==> src/rtl/tt_sweep_ctrl.sv <==
// tt_sweep_ctrl
// Drives all 16 {a,b,c,d} combinations into a 4-input/2-output combinational
// block, holds each for HOLD_CYCLES cycles and samples f/g at the end of each
// hold. The captured truth tables are compared against EXP_F/EXP_G, giving a
// pass flag, a mismatch count and the index of the first failing vector.
module tt_sweep_ctrl #(
  parameter int          HOLD_CYCLES = 4,        // legal range 1..255
  parameter logic [15:0] EXP_F       = 16'h6996,
  parameter logic [15:0] EXP_G       = 16'h8000
) (
  input  logic        clk,
  input  logic        rst,
  input  logic        start,
  input  logic        abort,
  input  logic        f_in,
  input  logic        g_in,
  output logic        a,
  output logic        b,
  output logic        c,
  output logic        d,
  output logic        busy,
  output logic        done,
  output logic        result_valid,
  output logic        pass,
  output logic [15:0] f_cap,
  output logic [15:0] g_cap,
  output logic [4:0]  mismatch_cnt,
  output logic [3:0]  first_fail_idx
);

  localparam logic [1:0] S_IDLE  = 2'd0;
  localparam logic [1:0] S_APPLY = 2'd1;
  localparam logic [1:0] S_DONE  = 2'd2;

  // Terminal value of the hold counter; the sample edge is the last cycle of
  // each hold window, so the DUT always gets HOLD_CYCLES full cycles to settle.
  localparam logic [7:0] HOLD_LAST = 8'(HOLD_CYCLES - 1);

  logic [1:0] state;
  logic [3:0] idx;
  logic [7:0] hold_cnt;

  logic       hold_end;
  logic       vec_mismatch;
  logic [4:0] mismatch_next;

  // idx is forced back to 0 whenever the sweep leaves APPLY, so the vector
  // outputs come straight from a register and read 0000 outside APPLY.
  assign {a, b, c, d} = idx;

  assign hold_end      = (hold_cnt == HOLD_LAST);
  assign vec_mismatch  = (f_in != EXP_F[idx]) || (g_in != EXP_G[idx]);
  assign mismatch_next = mismatch_cnt + {4'd0, vec_mismatch};

  // Sweep sequencer: state, vector index, hold timing and result capture.
  // NOTE: all state here uses non-blocking assignments so every register
  // samples the pre-edge values of its neighbours, whatever the statement order.
  always_ff @(posedge clk) begin
    if (rst) begin
      state          <= S_IDLE;
      idx            <= 4'd0;
      hold_cnt       <= 8'd0;
      busy           <= 1'b0;
      done           <= 1'b0;
      result_valid   <= 1'b0;
      pass           <= 1'b0;
      f_cap          <= 16'd0;
      g_cap          <= 16'd0;
      mismatch_cnt   <= 5'd0;
      first_fail_idx <= 4'd0;
    end else begin
      done <= 1'b0;
      case (state)
        S_IDLE: begin
          // start together with abort is treated as no request at all
          if (start && !abort) begin
            state          <= S_APPLY;
            idx            <= 4'd0;
            hold_cnt       <= 8'd0;
            busy           <= 1'b1;
            result_valid   <= 1'b0;
            pass           <= 1'b0;
            f_cap          <= 16'd0;
            g_cap          <= 16'd0;
            mismatch_cnt   <= 5'd0;
            first_fail_idx <= 4'd0;
          end
        end

        S_APPLY: begin
          if (abort) begin
            // partial captures stay visible but result_valid remains low
            state    <= S_IDLE;
            idx      <= 4'd0;
            hold_cnt <= 8'd0;
            busy     <= 1'b0;
          end else if (hold_end) begin
            f_cap[idx]   <= f_in;
            g_cap[idx]   <= g_in;
            mismatch_cnt <= mismatch_next;
            if (vec_mismatch && (mismatch_cnt == 5'd0)) begin
              first_fail_idx <= idx;
            end
            hold_cnt <= 8'd0;
            if (idx == 4'd15) begin
              state        <= S_DONE;
              idx          <= 4'd0;
              busy         <= 1'b0;
              done         <= 1'b1;
              result_valid <= 1'b1;
              pass         <= (mismatch_next == 5'd0);
            end else begin
              idx <= idx + 4'd1;
            end
          end else begin
            hold_cnt <= hold_cnt + 8'd1;
          end
        end

        // DONE lasts exactly one cycle; an unused encoding also recovers here
        default: begin
          state <= S_IDLE;
        end
      endcase
    end
  end

endmodule

==> config.mk <==
export PLATFORM = sky130hd
export DESIGN_NAME = tt_sweep_ctrl
export DESIGN_NICKNAME = d
export VERILOG_FILES = /design/src/rtl/tt_sweep_ctrl.sv
export SDC_FILE = /design/constraint.sdc
export NUM_CORES = 1
export LEC_CHECK = 0
export BUFFER_PORTS_ARGS = -buffer_cell sky130_fd_sc_hd__buf_4
export CORE_AREA = 5 5 81 83
export CTS_BUF_LIST = sky130_fd_sc_hd__clkbuf_4 sky130_fd_sc_hd__clkbuf_8
export CTS_CLUSTER_SIZE = 20
export DETAILED_ROUTE_END_ITERATION = 10
export DIE_AREA = 0 0 86 88
export GPL_ROUTABILITY_DRIVEN = 0
export PLACE_DENSITY = 0.71
export SETUP_SLACK_MARGIN = 0.5
export SLEW_MARGIN = 20
export SYNTH_ARGS = -nofsm -noshare
export SYNTH_HDL_FRONTEND = slang
export SYNTH_SLANG_ARGS = --single-unit
==> constraint.sdc <==
create_clock -name clk -period 2.2 [get_ports clk]
set_input_delay 0.11 -clock clk [delete_from_list [all_inputs] [get_ports clk]]
set_output_delay 0.11 -clock clk [all_outputs]
set_load 0.005 [all_outputs]
==> flow_summary.yaml <==
cts:
  cts_root_buf: "clkbuf_8"
  numCtsBuffers: 9
  cts_hold_buf: 0
  clockBufferDepth: 2
  htreeDepth: 3
  clock_sink_count: 61
  cts_tree: "built"
  path_clk_slew_ns: 0.07
  clk_latency_ns: 0.34
setup_path:
  crit_type: "reg2reg"
  r2r-start: "hold_cnt[0]"
  crit_chain: "ha_4 > nor4b_4 > buf_6 > and2_4 > buf_4 > and3_2 > o22a_1 > xnor2_1 > xnor2_1"
  cp.required_ns: 2.46
  endpoint_kind: "flip-flop"
  crit_arrival_ns: 2.19
  cp_max_fo: 5
  rrSetupSlack_ns: 0.26
  timing.critical_path.mode_cell: "xnor2_1"
  rr_worst_depth: 9
  cp_slowest_cell: "dfxtp_2"
  crit_path_start_kind: "flip-flop"
  max_stage_delay_ns: 0.34
placement:
  placed_cell_area_um2: 3230
  dp_hpwl_um: 4800
  numPortBuffers: 54
synthesis:
  yosysTopAreaCell: "dfxtp_1"
  synth_edf_count: 0
  syn_area_um2: 2740
  postSynth.asyncResetShare_pct: 0
  ys_types: 45
  syn_nets: 328
  syn_inst: 315
  yosys.area.top_type_share_pct: 44.6
  syn_avg_cell_area_um2: 8.69
  ys_seq_area_share_pct: 44.6
  ys_warn_count: 0
  ys_top_cells_by_area: "dfxtp_1 (45%), a22oi_1 (7.1%), nor2_1 (5.8%)"
  ys_ff_latch: 61
  synth_flop_cell: "dfxtp_1"
power_and_ir_drop:
  power_density_nw_per_um2: 605
  power_leakage_nw: 1.51
  peakVddDrop_mv: 0.456
min_path:
  min-delay-start: "start"
  holdPathEnd: "state[0]"
  hold_class: "in2reg"
  hold_depth: 3
sta:
  relSlewSlack_pct: 65.2
  rsz0062_at_grt: "yes"
  period_minus_slack_ns: 1.94
  setup-tns-final_ns: 0
  drv_slew: 0
  finalSetupViolations: 0
  skew_ns: 0.00868
  final_hold_viol_count: 0
  period_share_pct: 88.0
  max_freq_mhz: 516
  worst_slew_pin_slew_ns: 0.522
drt:
  vias_per_cell: 5.54
  routed_wl_um: 7280
  drc: 0
  first_iter_violations: 157
  antenna_left: 0
  dr.pass1.iters: 4
  vias: 2593
  routedWlPerCell_um: 15.6
cells_and_area:
  design_area_um2: 3830
  area_growth_pct: 39.8
  final_nets: 401
  final_common_cell: "buf_4"
  drive_above_1_share_pct: 39.4
  diodes: 0
  final_cell_mix: "buf_4 (76), dfxtp_1 (54), nor2_1 (41), a22oi_1 (24), a21oi_1 (18)"
floorplanning:
  coreArea_um2: 5780
  initial_core_util_pct: 47.4
  rows: 28
  die-area_um2: 7570
  io_pins: 55
  die_y_um: 88
  die_w_um: 86
grt:
  grt_pass1_wl_um: 11300
  groute.usage.overall_pct: 18.9
  grt_pass1_vias: 2360
  grt_max_degree: 50
  grt_overflow: 0
  antenna_found_initial: 0
run:
  max-cap-violations: 0
run_status:
  outcome: "complete, no violations"
## how the worst max path moves through the flow
stage	startpoint	endpoint	slack [ns]	cells after the start
2_1_floorplan	hold_cnt[1]	pass	0.33	9
3_3_place_gp	hold_cnt[1]	pass	0.26	7
3_5_place_dp	hold_cnt[0]	flip-flop	0.19	7
4_1_cts	hold_cnt[0]	first_fail_idx[1]	0.32	9
5_1_grt	hold_cnt[0]	flip-flop	0.20	9
6_report	hold_cnt[0]	flip-flop	0.26	9
## cells by family after synthesis
kind of cell               share of synthesized area (%)
buffers and inverters                               4.07
xor gates and xnor gates                            4.80
and+or+nand+nor                                     23.1
adders and majority gates                           3.20
AOI/OAI and AO/OA                                   19.6
DFF                                                 44.6
muxes                                              0.731
## metrics by stage
stage | util [%] | power, mW | worst slack, ns | hold WS [ns] | cells
after floorplan | - | 1.25 | 0.333 | 0.291 | 315
after global placement | 55.9 | 1.28 | 0.265 | 0.448 | 428
after detailed placement | 55.9 | 1.28 | 0.190 | 0.449 | 428
after CTS | 63.0 | 2.30 | 0.322 | 0.0991 | 454
after global routing | 66.3 | 2.40 | 0.203 | 0.112 | 468
final | 66.3 | 2.32 | 0.264 | 0.129 | 468
## final cells by class
| type | instances | area, um^2 |
|---|---|---|
| Tap cell | 75 | 93.8 |
| Clock inverter | 6 | 61.3 |
| Inverter | 3 | 11.3 |
| Sequential cell | 61 | 1230 |
| Fill cell | 494 | 1950 |
| Multi-Input combinational cell | 230 | 1640 |
| Timing Repair Buffer | 83 | 658 |
| Clock buffer | 10 | 138 |
## flip-flops by register name, indices dropped and copies added (netlist names), named ones only
signal          cells
f_cap              16
mismatch_cnt        5
pass                1
idx                 4
done                1
g_cap              16
hold_cnt            8
state               2
result_valid        1
busy                1
first_fail_idx      4
## what timing repair did
| item | 4_1_cts | 5_1_grt |
|---|---|---|
| buffers inserted | 10 | 14 |
| gates resized for setup | 29 | 21 |
| pin swaps | 18 | 15 |
| endpoints found under the setup margin | 47 | 47 |
## critical path, delay by kind of cell, from the launching register on
family / cells / cell delay [ns]
AND/OR/NAND/NOR: 3 / 0.46
XOR/XNOR: 2 / 0.39
flip-flops: 1 / 0.34
buffers and inverters: 2 / 0.28
AO/OA/AOI/OAI: 1 / 0.23
adder cells (fa/ha/maj): 1 / 0.16
## report_power, final
| group | switching, mW | internal, mW |
|---|---|---|
| clock | 0.454 | 0.551 |
| sequential | 0.00856 | 1.11 |
| combinational | 0.109 | 0.0822 |
| total | 0.572 | 1.75 |
## synthesized netlist by cell type (2+ instances only)
library cell and instances:
a21oi_1 21, a22oi_1 26, a31oi_1 4, and2_1 11, and3_1 4, and3_2 4
buf_2 5, buf_6 2, clkbuf_1 13, dfxtp_1 61, ha_1 7, inv_1 3
mux2i_1 2, nand2_1 12, nand2b_1 3, nand3_1 18, nand4_1 2, nor2_1 42
nor2b_1 4, nor3_1 7, nor3_2 2, o21ai_0 23, or3_1 4, xnor2_1 5
xor2_1 10
## routing by layer
metal	track usage [%]	vias up	routed length (um)
li1	-	1276	-
met1	24.6	1221	3300
met2	30.9	86	3460
met3	3.39	10	418
met4	7.77	0	105
met5	0	-	0
Power figures use the tool's default switching activity.
